[src/rtl/dvp_pkg.sv]
// Shared types and helpers for the DVP capture front end.
package dvp_pkg;
    typedef enum logic [1:0] {
        FMT_1B = 2'd0,
        FMT_2B = 2'd1,
        FMT_3B = 2'd2
    } fmt_e;

    localparam int MAX_BEATS = 3;

    function automatic logic [1:0] beats(fmt_e f);
        case (f)
            FMT_1B:  return 2'd1;
            FMT_3B:  return 2'd3;
            default: return 2'd2;
        endcase
    endfunction

    // The reserved selector value 3 behaves as two beats per pixel.
    function automatic fmt_e to_fmt(logic [1:0] sel);
        case (sel)
            2'd0:    return FMT_1B;
            2'd2:    return FMT_3B;
            default: return FMT_2B;
        endcase
    endfunction
endpackage

[src/rtl/dvp_capture_multi_if.sv]
// DVP bus, per-frame configuration and pixel stream of the capture block.
interface dvp_capture_multi_if #(
    parameter int DW = 8,
    parameter int XW = 12,
    parameter int YW = 11
);
    logic            Vsync;
    logic            Href;
    logic [DW-1:0]   Data;
    logic [1:0]      fmt_sel;
    logic [XW-1:0]   crop_x0, crop_w;
    logic [YW-1:0]   crop_y0, crop_h;
    logic            pix_valid;
    logic [3*DW-1:0] pix_data;
    logic [XW-1:0]   pix_x;
    logic [YW-1:0]   pix_y;
    logic            pix_sof;
    logic            pix_eol;
    logic [15:0]     frame_cnt;
    logic            line_err;
    logic            ready;

    modport master (
        output Vsync, Href, Data, fmt_sel, crop_x0, crop_w, crop_y0, crop_h,
        input  pix_valid, pix_data, pix_x, pix_y, pix_sof, pix_eol,
               frame_cnt, line_err, ready
    );
    modport slave (
        input  Vsync, Href, Data, fmt_sel, crop_x0, crop_w, crop_y0, crop_h,
        output pix_valid, pix_data, pix_x, pix_y, pix_sof, pix_eol,
               frame_cnt, line_err, ready
    );
endinterface

[src/rtl/dvp_pixel_pack.sv]
// Beat counter and pixel assembler; emit/pixel are combinational off the
// registered bus so the top adds exactly one output register.
module dvp_pixel_pack import dvp_pkg::*; #(
    parameter int DW = 8
) (
    input  logic                      clk,
    input  logic                      rst_n,
    input  logic                      href,
    input  logic [DW-1:0]             data,
    input  fmt_e                      fmt,
    input  logic                      abandon,
    output logic                      emit,
    output logic                      line_end,
    output logic                      line_err,
    output logic [MAX_BEATS*DW-1:0]   pixel
);
    logic          href_d, skip_line, fall;
    logic [1:0]    beat_cnt, last;
    logic [DW-1:0] b0, b1;

    assign last     = beats(fmt) - 2'd1;
    assign fall     = href_d & ~href;
    assign emit     = href & ~skip_line & ~abandon & (beat_cnt == last);
    assign line_end = fall & ~skip_line;
    assign line_err = line_end & (beat_cnt != 2'd0);

    always_comb begin
        pixel = '0;
        case (fmt)
            FMT_1B:  pixel = {{(2*DW){1'b0}}, data};
            FMT_2B:  pixel = {{DW{1'b0}}, b0, data};
            default: pixel = {b0, b1, data};
        endcase
    end

    // A frame start during an active line discards the rest of that line.
    always_ff @(posedge clk) begin
        if (!rst_n) begin
            href_d    <= 1'b0;
            skip_line <= 1'b0;
            beat_cnt  <= 2'd0;
            b0        <= '0;
            b1        <= '0;
        end else begin
            href_d <= href;
            if (abandon) begin
                beat_cnt  <= 2'd0;
                skip_line <= href;
            end else if (fall) begin
                beat_cnt  <= 2'd0;
                skip_line <= 1'b0;
            end else if (href && !skip_line) begin
                beat_cnt <= (beat_cnt == last) ? 2'd0 : beat_cnt + 2'd1;
                if (beat_cnt == 2'd0) b0 <= data;
                if (beat_cnt == 2'd1) b1 <= data;
            end
        end
    end
endmodule

[src/rtl/dvp_capture_multi.sv]
// DVP capture top: sync, frame skip, crop window, markers, counters.
// Crop window is built only when DVP_CAPTURE_CROP_EN is defined.
module dvp_capture_multi import dvp_pkg::*; #(
    parameter int DW          = 8,
    parameter int XW          = 12,
    parameter int YW          = 11,
    parameter int SKIP_FRAMES = 10,
    parameter bit VS_POL      = 1'b1
) (
    input logic                PCLK,
    input logic                Rst_n,
    dvp_capture_multi_if.slave bus
);
    localparam logic [3:0] SKIP_W = 4'(SKIP_FRAMES);

    logic                      vs_r, vs_d, href_r, fs;
    logic [DW-1:0]             data_r;
    fmt_e                      fmt_sh;
    logic [3:0]                skip_cnt;
    logic                      rdy, sof_pend, got_pix;
    logic [XW-1:0]             col, x_rel;
    logic [YW-1:0]             row, y_rel;
    logic                      in_win, at_xend, vld, eol_n;
    logic                      emit, line_end, perr;
    logic [MAX_BEATS*DW-1:0]   pixel;

    always_ff @(posedge PCLK) begin
        vs_r   <= (bus.Vsync == VS_POL);
        href_r <= bus.Href;
        data_r <= bus.Data;
    end

    assign fs = vs_r & ~vs_d;

    dvp_pixel_pack #(.DW(DW)) u_pack (
        .clk      (PCLK),
        .rst_n    (Rst_n),
        .href     (href_r),
        .data     (data_r),
        .fmt      (fmt_sh),
        .abandon  (fs),
        .emit     (emit),
        .line_end (line_end),
        .line_err (perr),
        .pixel    (pixel)
    );

`ifdef DVP_CAPTURE_CROP_EN
    logic [XW-1:0] cx0, cw;
    logic [YW-1:0] cy0, ch;
    logic [XW:0]   x_hi;
    logic [YW:0]   y_hi;

    always_ff @(posedge PCLK) begin
        if (!Rst_n) begin
            cx0 <= '0; cw <= '0; cy0 <= '0; ch <= '0;
        end else if (fs) begin
            cx0 <= bus.crop_x0; cw <= bus.crop_w;
            cy0 <= bus.crop_y0; ch <= bus.crop_h;
        end
    end

    // One extra bit so origin + size never wraps.
    assign x_hi    = {1'b0, cx0} + {1'b0, cw};
    assign y_hi    = {1'b0, cy0} + {1'b0, ch};
    assign in_win  = ({1'b0, col} >= {1'b0, cx0}) && ({1'b0, col} < x_hi) &&
                     ({1'b0, row} >= {1'b0, cy0}) && ({1'b0, row} < y_hi);
    assign at_xend = ({1'b0, col} + (XW+1)'(1)) == x_hi;
    assign x_rel   = col - cx0;
    assign y_rel   = row - cy0;
`else
    assign in_win  = 1'b1;
    assign at_xend = 1'b0;
    assign x_rel   = col;
    assign y_rel   = row;
`endif

    // Raw Href is next cycle's href_r: low here means this pixel ends the line.
    assign vld   = emit & rdy & in_win;
    assign eol_n = vld & (at_xend | ~bus.Href);
    assign bus.ready = rdy;

    always_ff @(posedge PCLK) begin
        if (!Rst_n) begin
            vs_d          <= 1'b0;
            fmt_sh        <= FMT_1B;
            skip_cnt      <= '0;
            rdy           <= 1'b0;
            sof_pend      <= 1'b0;
            got_pix       <= 1'b0;
            col           <= '0;
            row           <= '0;
            bus.frame_cnt <= '0;
            bus.pix_valid <= 1'b0;
            bus.pix_data  <= '0;
            bus.pix_x     <= '0;
            bus.pix_y     <= '0;
            bus.pix_sof   <= 1'b0;
            bus.pix_eol   <= 1'b0;
            bus.line_err  <= 1'b0;
        end else begin
            vs_d <= vs_r;
            if (fs) begin
                fmt_sh   <= to_fmt(bus.fmt_sel);
                row      <= '0;
                sof_pend <= 1'b1;
                got_pix  <= 1'b0;
                if (got_pix) bus.frame_cnt <= bus.frame_cnt + 16'd1;
                if (skip_cnt == SKIP_W) rdy <= 1'b1;
                else                    skip_cnt <= skip_cnt + 4'd1;
            end else begin
                if (line_end && row != '1) row <= row + 1'b1;
                if (vld) begin
                    sof_pend <= 1'b0;
                    got_pix  <= 1'b1;
                end
            end
            if (fs || line_end)       col <= '0;
            else if (emit && col != '1) col <= col + 1'b1;

            bus.pix_valid <= vld;
            bus.pix_sof   <= vld & sof_pend;
            bus.pix_eol   <= eol_n;
            bus.line_err  <= perr;
            if (vld) begin
                bus.pix_data <= pixel;
                bus.pix_x    <= x_rel;
                bus.pix_y    <= y_rel;
            end
        end
    end
endmodule

[src/flat_wrapper.sv]
// flat-port wrapper written by rule: the top's interface ports become plain ports
module dvp_capture_multi_flat import dvp_pkg::*;
#(
    parameter int DW          = 8,
    parameter int XW          = 12,
    parameter int YW          = 11,
    parameter int SKIP_FRAMES = 10,
    parameter bit VS_POL      = 1'b1
)
  (PCLK, Rst_n, bus_Vsync, bus_Href, bus_Data, bus_fmt_sel, bus_crop_x0, bus_crop_w, bus_crop_y0, bus_crop_h, bus_pix_valid, bus_pix_data, bus_pix_x, bus_pix_y, bus_pix_sof, bus_pix_eol, bus_frame_cnt, bus_line_err, bus_ready);
  dvp_capture_multi_if #(.DW(DW), .XW(XW), .YW(YW)) bus_i ();
  input logic PCLK;
  input logic Rst_n;
  input wire logic [$bits(bus_i.Vsync)-1:0] bus_Vsync;
  input wire logic [$bits(bus_i.Href)-1:0] bus_Href;
  input wire logic [$bits(bus_i.Data)-1:0] bus_Data;
  input wire logic [$bits(bus_i.fmt_sel)-1:0] bus_fmt_sel;
  input wire logic [$bits(bus_i.crop_x0)-1:0] bus_crop_x0;
  input wire logic [$bits(bus_i.crop_w)-1:0] bus_crop_w;
  input wire logic [$bits(bus_i.crop_y0)-1:0] bus_crop_y0;
  input wire logic [$bits(bus_i.crop_h)-1:0] bus_crop_h;
  output wire logic [$bits(bus_i.pix_valid)-1:0] bus_pix_valid;
  output wire logic [$bits(bus_i.pix_data)-1:0] bus_pix_data;
  output wire logic [$bits(bus_i.pix_x)-1:0] bus_pix_x;
  output wire logic [$bits(bus_i.pix_y)-1:0] bus_pix_y;
  output wire logic [$bits(bus_i.pix_sof)-1:0] bus_pix_sof;
  output wire logic [$bits(bus_i.pix_eol)-1:0] bus_pix_eol;
  output wire logic [$bits(bus_i.frame_cnt)-1:0] bus_frame_cnt;
  output wire logic [$bits(bus_i.line_err)-1:0] bus_line_err;
  output wire logic [$bits(bus_i.ready)-1:0] bus_ready;
  assign bus_i.Vsync = bus_Vsync;
  assign bus_i.Href = bus_Href;
  assign bus_i.Data = bus_Data;
  assign bus_i.fmt_sel = bus_fmt_sel;
  assign bus_i.crop_x0 = bus_crop_x0;
  assign bus_i.crop_w = bus_crop_w;
  assign bus_i.crop_y0 = bus_crop_y0;
  assign bus_i.crop_h = bus_crop_h;
  assign bus_pix_valid = bus_i.pix_valid;
  assign bus_pix_data = bus_i.pix_data;
  assign bus_pix_x = bus_i.pix_x;
  assign bus_pix_y = bus_i.pix_y;
  assign bus_pix_sof = bus_i.pix_sof;
  assign bus_pix_eol = bus_i.pix_eol;
  assign bus_frame_cnt = bus_i.frame_cnt;
  assign bus_line_err = bus_i.line_err;
  assign bus_ready = bus_i.ready;
  dvp_capture_multi #(.DW(DW), .XW(XW), .YW(YW), .SKIP_FRAMES(SKIP_FRAMES), .VS_POL(VS_POL)) u_core (.PCLK(PCLK), .Rst_n(Rst_n), .bus(bus_i));
endmodule
[config.mk]
export PLATFORM = sky130hd
export DESIGN_NAME = dvp_capture_multi_flat
export DESIGN_NICKNAME = d
export VERILOG_FILES = /design/src/rtl/dvp_pkg.sv /design/src/rtl/dvp_capture_multi_if.sv /design/src/rtl/dvp_pixel_pack.sv /design/src/rtl/dvp_capture_multi.sv /design/src/flat_wrapper.sv
export SDC_FILE = /design/constraint.sdc
export NUM_CORES = 1
export LEC_CHECK = 0
export BUFFER_PORTS_ARGS = -buffer_cell sky130_fd_sc_hd__buf_4
export CAP_MARGIN = 20
export CELL_PAD_IN_SITES_DETAIL_PLACEMENT = 1
export CELL_PAD_IN_SITES_GLOBAL_PLACEMENT = 2
export CORE_ASPECT_RATIO = 0.5
export CORE_UTILIZATION = 31
export CTS_CLUSTER_SIZE = 8
export DETAILED_ROUTE_END_ITERATION = 10
export GPL_TIMING_DRIVEN = 0
export PLACE_DENSITY = 0.78
export SYNTH_ARGS = -nofsm -noshare
export SYNTH_HDL_FRONTEND = slang
export SYNTH_HIERARCHICAL = 1
export SYNTH_SLANG_ARGS = --single-unit
export TNS_END_PERCENT = 5
[constraint.sdc]
create_clock -name PCLK -period 3.32 [get_ports PCLK]
set_input_delay 0.332 -clock PCLK [delete_from_list [all_inputs] [get_ports PCLK]]
set_output_delay 0.332 -clock PCLK [all_outputs]
set_load 0.005 [all_outputs]
==> impl_results.md, run 1 <==
* Seq/Total Area, Yosys at a little under 50%
* Netlist Area Pre-Place at 5230 µm²
* Iter 0 DRT Violations at 169
* N_diodes at 0
* Synth warn at 6
* Worst endpoint required time at between 3 and 4 ns
* Syn Nets at between 600 and 700
* Slew @ Worst Pin at between 0.7 and 0.8 ns
* Worst-Skew Late Latency at 0.43 ns
* Max-slew violations at 0
* Clk sinks at between 100 and 150
* Mean routed wirelength per cell at approximately 15 µm
* Row count at 33
* Post-route DRC at 2
* Clk root buf: clkbuf_16
* Area contributors post-synth: dfxtp_1, nand2_1, a21oi_1
* Non-filler cells, final at about 960
* 1st-pass router iterations at 9
* Final period util at between 80% and 90%
* Core area at 16400 µm²
* Area share of the largest cell type after synthesis at roughly half
* Yosys top cell by area: dfxtp_1
* Number of global-route vias before repair at around 4600
* DP HPWL at 9910 µm
* Setup bufs post-CTS at 0
* R2r setup slk at just over 0.5 ns
* Max-Cap Viols at 0
* CTS Buf Count at 17
* Failing checks: design-rule violations
* Final Setup Violations at 0
* Leakage at roughly 2.5 nW
* I/O Buffers at 81
* Worst EP arrival at roughly 3.2 ns
* Drt via density at ~4.8
* Status: complete, but fails checks
* Die Ht at approximately 94 µm
* Layout Nets at roughly 790
* Via count at approximately 4600
* Final Hold Viols at 0
* Worst r2r src: u_core/vs_d$_SDFF_PN0_
* Mapped Cells at between 600 and 700
* Remaining antenna violation count at 0
* Peak supply drop at between 0.0003 and 0.0004 V
* Yosys cell types at 47
* H-tree depth at 4
* RSZ-0062 raised after global routing: false
* Power Dens Cells at roughly 550 nW/µm²
* Starting Density at roughly a third
* Mean post-synth cell area at approximately 8.6 µm²
* #FFs+latches synth at 130
* Crit end category: flop
* Total GRT Usage at ~18%
* Largest net degree at the start of global routing at 17
* Global-route wire length before repair at between 20000 and 25000 µm
* IO Pins at between 100 and 150
* Maximum fanout along the worst path at 15
* Critical path class: reg -> reg
* WL final at around 15000 µm
* Clock Skews at ~0.0097 ns
* Fraction of layout cells with a size suffix above 1 at ~18%
* Final setup TNS at 0 ns
* Critical Path End: u_core/bus.pix_data[19]$_SDFFE_PN0P_
* Hold Crit Depth at 3
* Worst Hold Class: in -> reg
* Initial antenna violation count at 0
* CTS max path bufs at 2
* GPL Wtd Cong at a little under 0.8
* Die width at 186 µm
* CTS tree: done
* R2R depth at 9
* Die area at ~17000 µm²
* CP Launch Point: u_core/vs_d$_SDFF_PN0_
* Final min period at approximately 2.8 ns
* Worst-path clk slew at about 0.06 ns
* Cell count after placement at ~920
* Max_slew headroom at between 40% and 50%
* Fmax at around 360 MHz
* CP Launch Type: flop
* Global route overflow at 0
* Syn-to-layout area delta at 31.0%
* FF-to-FF End: u_core/bus.pix_data[19]$_SDFFE_PN0P_
==> Yosys cell counts (all sizes together) <==
cell type  number
nand2         140
dfxtp         130
a21oi          67
nor2           32
clkbuf         23
o21ai          22
mux2i          18
buf            17
nand3          17
nor2b          17
and2           15
nand4          12
or3            12
xor2           11
inv             8
nor3            8
ha              7
xnor2           6
and4            5
o31ai           5
and3            4
or4             4
a211oi          3
nand2b          3
nand3b          3
a31oi           2
and4b           2
and4bb          2
nand4b          2
nor3b           2
nor4            2
o311ai          2
o41ai           2
a41oi           1
o21a            1
o221a           1
o22ai           1
or2b            1
==> critical path, stage by stage (launching register included) <==
cell      delay (ns)
dfxtp_1         0.37
nand2b_4        0.18
inv_2           0.06
clkbuf_1        0.34
nor3b_2         0.61
and2_1          0.20
clkbuf_1        0.15
clkbuf_1        0.53
nand2_1         0.15
a21oi_1         0.14
==> flip-flops by register name (all words and copies together), names as in the netlist, 2 cells and up <==
| signal | count |
|---|---|
| u_core/fmt_sh | 2 |
| u_core/u_pack/b0 | 8 |
| u_core/col | 12 |
| u_core/u_pack/b1 | 8 |
| u_core/data_r | 8 |
| u_core/u_pack/beat_cnt | 2 |
| u_core/row | 11 |
| u_core/bus.pix_y | 11 |
| u_core/bus.pix_data | 24 |
| u_core/bus.frame_cnt | 16 |
| u_core/skip_cnt | 4 |
| u_core/bus.pix_x | 12 |
==> per-layer routing <==
metal	part of all wire, %	GRT usage (%)	up-vias
met5	0	0	-
met4	1.0	6.22	0
met3	3.4	4.69	14
met2	46	27.9	65
met1	50	23.5	2248
li1	-	-	2295
==> kinds of logic after synthesis <==
| family | after synthesis | synth area share (%) |
|---|---|---|
| xor gates and xnor gates | 17 | 2.84 |
| AOI/OAI and AO/OA | 107 | 11.7 |
| DFF | 130 | 49.7 |
| muxes | 18 | 3.44 |
| and+or+nand+nor | 283 | 26.2 |
| adders and majority gates | 7 | 1.67 |
| buffers and inverters | 48 | 4.42 |
==> area by class of cell <==
cell class	instances	area [µm²]
sequential	130	2600
fill	1935	9580
inverter	8	30.0
tap	227	284
buffer	40	201
clock inverter	13	186
timing repair buffer	91	708
multi-input combinational	432	2400
clock buffer	18	439
==> worst min-delay path by stage <==
| stage | startpoint | end |
|---|---|---|
| final | bus_fmt_sel[0] | u_core/fmt_sh[0]$_SDFFE_PN0P_ |
| after global routing | bus_fmt_sel[0] | u_core/fmt_sh[0]$_SDFFE_PN0P_ |
| after CTS | bus_fmt_sel[0] | u_core/fmt_sh[0]$_SDFFE_PN0P_ |
| after detailed placement | bus_Data[6] | u_core/data_r[6]$_DFF_P_ |
| after global placement | bus_Data[7] | u_core/data_r[7]$_DFF_P_ |
| after floorplan | bus_Data[0] | u_core/data_r[0]$_DFF_P_ |
==> layout by cell type, fill, tap and decap left out, drive strengths merged, types with 11 or more instances in the layout <==
| master | n |
|---|---|
| a21oi | 67 |
| and2 | 15 |
| buf | 98 |
| clkbuf | 41 |
| dfxtp | 130 |
| mux2i | 18 |
| nand2 | 140 |
| nand3 | 17 |
| nand4 | 12 |
| nor2 | 32 |
| nor2b | 17 |
| o21ai | 22 |
| or3 | 12 |
| xor2 | 11 |
==> what timing repair did <==
item / in CTS / in global routing
resized for setup: 0 / 1
endpoints found under the hold margin: 10 / 0
setup endpoints to repair: 0 / 20
hold buffers: 10 / 0
==> power by group <==
part | switching (mW) | total [mW] | internal (mW) | leakage [nW]
combinational | 0.0782 | 0.140 | 0.0616 | 1.17
clock | 0.730 | 2.00 | 1.27 | 0.294
sequential | 0.0234 | 1.61 | 1.58 | 1.05
total | 0.832 | 3.75 | 2.91 | 2.52
==> through the flow <==
stage	setup WS [ns]	total power, mW	utilization (%)	hold WS [ns]	cell area, µm²
floorplan	0.992	1.72	-	0.360	5230
global placement	0.247	1.77	37.3	0.437	6130
finish	0.517	3.75	41.7	0.173	6860
CTS	0.180	3.80	41.7	0.154	6850
global route	0.238	3.89	41.7	0.177	6860
detailed placement	0.237	1.77	37.3	0.437	6130
Power figures use the tool's default switching activity.
==> run 2: changes to the inputs <==
--- a/config.mk
+++ b/config.mk
@@ -5,16 +5,17 @@
 export SDC_FILE = /design/constraint.sdc
 export NUM_CORES = 1
 export LEC_CHECK = 0
+export ABC_AREA = 1
 export BUFFER_PORTS_ARGS = -buffer_cell sky130_fd_sc_hd__buf_4
 export CAP_MARGIN = 20
 export CELL_PAD_IN_SITES_DETAIL_PLACEMENT = 1
 export CELL_PAD_IN_SITES_GLOBAL_PLACEMENT = 2
 export CORE_ASPECT_RATIO = 0.5
-export CORE_UTILIZATION = 31
+export CORE_UTILIZATION = 30
 export CTS_CLUSTER_SIZE = 8
 export DETAILED_ROUTE_END_ITERATION = 10
 export GPL_TIMING_DRIVEN = 0
-export PLACE_DENSITY = 0.78
+export PLACE_DENSITY = 0.79
 export SYNTH_ARGS = -nofsm -noshare
 export SYNTH_HDL_FRONTEND = slang
 export SYNTH_HIERARCHICAL = 1
==> constraint.sdc (replaced) <==
create_clock -name PCLK -period 2.8 [get_ports PCLK]
set_input_delay 0.28 -clock PCLK [delete_from_list [all_inputs] [get_ports PCLK]]
set_output_delay 0.28 -clock PCLK [all_outputs]
set_load 0.005 [all_outputs]
==> run 2 against run 1 <==
Net effect:
- the run now ends clean
- first-iteration DRC count fell by 12%
- cell count rose by 16%
- maximum frequency rose by 21%
- utilization fell by 1.5 points
- worst hold slack got worse by 0.015 ns
- area after synthesis rose by 6.4%
- via count rose by 9.3%
- clock skew rose by 0.0023 ns
==> impl_results.md, run 2 <==
* Status: completed
* Final setup margin at 0.476 ns (-0.0409 ns)
* GPL Wtd Cong at 0.760 (-3.0%)
* DP HPWL at 11500 µm (+16%)
* Global-route wire length before repair at 25900 µm (+9.7%)
* Row count at 34 (+3.0%)
* Core area at 17700 µm² (+7.9%)
* Largest registers: u_core/bus.pix_data x24, u_core/bus.frame_cnt x16
* Yosys cell types at 35 (-26%)
* Via count at 5053 (+9.3%)
* RSZ-0062 raised after global routing: false
* Syn Nets at 822 (+21%)
* Commonest cells after routing, fill and taps aside: nor2_1, dfxtp_1, nand2_1
* CTS tree: done
* Ys async rst share at 0% (unchanged)
* H-tree depth at 4 (unchanged)
* Critical hold path startpoint: bus_fmt_sel[1]
* Most flops, register: u_core/bus.pix_data
* WL final at 15500 µm (+6.6%)
* Power Dens Cells at 594 nW/µm² (+8.7%)
* Post-layout util at 40.2% (-1.5 points)
* Initial antenna violation count at 0 (unchanged)
* Placement Cell Area at 6470 µm² (+5.6%)
* Seq/Total Area, Yosys at 46.8% (-3.0 points)
* Slew @ Worst Pin at 0.609 ns (-0.162 ns)
* Worst-path clk slew at 0.06 ns (about the same)
* Final period util at 83.0% (-1.4 points)
* Iter 0 DRT Violations at 148 (-12%)
* Mean routed wirelength per cell at 14.0 µm (-8.1%)
* R2r setup slk at 0.48 ns (-0.04 ns)
* Layout Nets at 932 (+18%)
* CTS max path bufs at 2 (unchanged)
* Die area at 19100 µm² (+9.7%)
* Die Ht at 98.3 µm (+4.7%)
* Predominant post-synthesis flop cell: dfxtp_1
* Yosys top cell by area: dfxtp_1
* Worst endpoint required time at 3.09 ns (-0.59 ns)
* Synth warn at 6 (unchanged)
* Endpoint, Worst Hold: u_core/fmt_sh[1]$_SDFFE_PN0P_
* Commonest non-fill, non-tap cell in the layout: nor2_1
* Design area at 7130 µm² (+4.0%)
* Die width at 195 µm (+4.8%)
* Worst Hold Class: in -> reg
* Largest net degree at the start of global routing at 17 (unchanged)
* CTS Buf Count at 17 (unchanged)
* IO Pins at 128 (unchanged)
* FF-to-FF End: u_core/bus.pix_y[3]$_SDFFE_PN0P_
* CP Launch Type: flop
* Max-Cap Viols at 0 (unchanged)
* Post-synth EDFFs at 0 (unchanged)
* N_diodes at 0 (unchanged)
* Syn-to-layout area delta at 28.1%
* Post-CTS sizing at 0 (unchanged)
* Global route overflow at 0 (unchanged)
* Max-slew violations at 0 (unchanged)
* Netlist Area Pre-Place at 5570 µm² (+6.4%)
* Synth cell count leaders: nor2_1, dfxtp_1, nand2_1
* Hold Crit Depth at 3 (unchanged)
* Fraction of layout cells with a size suffix above 1 at 19.6% (+1.1 points)
* Fmax at 430 MHz (+21%)
* Clock Skews at 0.0120 ns (+0.00229 ns)
* DP Worst Slack at 0.496 ns (+0.259 ns)
* 1st-pass router iterations at 4 (-5)
* Power, Total at 4.24 mW (+13%)
* Mapped Cells at 755 (+24%)
* Worst EP arrival at 2.61 ns (-0.55 ns)
* R2R depth at 10 (+1)
* Area share of the largest cell type after synthesis at 46.8% (-3.0 points)
* Starting Density at 31.4% (-0.47 points)
* Clk sinks at 130 (unchanged)
* Drt via density at 4.54 (-5.7%)
* #FFs+latches synth at 130 (unchanged)
* Number of global-route vias before repair at 5142 (+13%)
* Worst-Skew Late Latency at 0.41 ns (-0.02 ns)
* Final min period at 2.32 ns (-0.479 ns)
* Mean post-synth cell area at 7.37 µm² (-14%)
* Max_slew headroom at 59.2% (+11 points)
* Leakage at 3.08 nW (+22%)
* Final Setup Violations at 0 (unchanged)
* Max FFs per register at 24 (unchanged)
* I/O Buffers at 81 (unchanged)
* Post-route DRC at 0 (-2)
* Maximum fanout along the worst path at 10 (-5)
* Remaining antenna violation count at 0 (unchanged)
* Critical path class: reg -> reg
* Worst r2r src: u_core/fmt_sh[1]$_SDFFE_PN0P_
* Crit end category: flop
* Total GRT Usage at 17.1% (-0.73 points)
* Clk root buf: clkbuf_16
* Count leader, synth: nor2_1
* Area contributors post-synth: dfxtp_1, nor2_1, nand2_1
* Final setup TNS at 0 ns (unchanged)
* Final Hold Viols at 0 (unchanged)
* Peak supply drop at 0.000450 V (+36%)
==> run 2: changes by cell type in the layout (fill, tap and decap cells not counted), sizes merged, moves of 6 or more <==
cell,change
mux2i,-18
a21oi,-27
or3,-12
o21ai,+53
and2,-15
xor2,-6
nor2b,-17
inv,+69
nand3,+29
nor2,+151
nand2,-8
clkbuf,-10
==> run 2: worst max path at each step <==
stage                                                    to  slack, ns                     startpoint
after floorplan            u_core/bus.pix_y[3]$_SDFFE_PN0P_       1.14  u_core/fmt_sh[0]$_SDFFE_PN0P_
after global placement    u_core/bus.pix_x[10]$_SDFFE_PN0P_       0.53  u_core/fmt_sh[1]$_SDFFE_PN0P_
after detailed placement   u_core/bus.pix_y[3]$_SDFFE_PN0P_       0.50  u_core/fmt_sh[1]$_SDFFE_PN0P_
after CTS                  u_core/bus.pix_y[3]$_SDFFE_PN0P_       0.45  u_core/fmt_sh[1]$_SDFFE_PN0P_
after global routing       u_core/bus.pix_x[6]$_SDFFE_PN0P_       0.27  u_core/fmt_sh[0]$_SDFFE_PN0P_
final                      u_core/bus.pix_y[3]$_SDFFE_PN0P_       0.48  u_core/fmt_sh[1]$_SDFFE_PN0P_
==> run 2: timing repair <==
| action | 4_1_cts | 5_1_grt |
|---|---|---|
| hold endpoints to repair | 10 | 0 |
| buffers inserted | 0 | 0 |
| hold buffers | 10 | 0 |
| setup endpoints to repair | 0 | 0 |
==> run 2: layout make-up <==
class	instances	area, µm²
Fill cell	2210	10600
Sequential cell	130	2600
Multi-Input combinational cell	515	2480
Timing Repair Buffer	91	708
Clock buffer	18	429
Tap cell	234	293
Inverter	75	284
Buffer	35	198
Clock inverter	14	131
==> run 2: cell families (layout without fill, tap and decap cells) <==
family	count (synthesis)	after routing	share of synthesized area (%)
xor+xnor	6	6	0.944
flops	130	130	46.8
fa+ha+maj	7	7	1.57
simple gates	382	382	31.0
buf+inv	110	233	8.65
compound gates	120	120	11.0
==> run 2: power breakdown <==
part	internal (mW)	total, mW	switching [mW]	leakage [nW]
registers	1.88	1.91	0.0299	1.05
clock network	1.23	2.12	0.887	0.264
logic	0.0774	0.205	0.128	1.76
==> run 2: per-stage QoR <==
stage | instances | hold slack [ns]
detailed placement | 1070 | 0.387
finish | 1112 | 0.159
global route | 1112 | 0.150
floorplan | 755 | 0.308
CTS | 1112 | 0.141
global placement | 1070 | 0.386
==> run 2: per-layer routing <==
| layer | vias to the layer above | track usage [%] | wire length [µm] |
|---|---|---|---|
| li1 | 2616 | - | - |
| met1 | 2377 | 23.5 | 8160 |
| met2 | 52 | 27.5 | 6810 |
| met3 | 8 | 3.32 | 447 |
| met4 | 0 | 4.21 | 105 |
| met5 | - | 0 | 0 |
==> run 2: critical path, cell delays in order (launching register included) <==
cell and delay [ns]:
dfxtp_1 0.34, buf_2 0.23, nand2_1 0.09, nand2_1 0.06
nand3_1 0.14, nor2_1 0.33, nand2_1 0.25, inv_1 0.17
buf_2 0.24, buf_2 0.25, a21oi_1 0.10
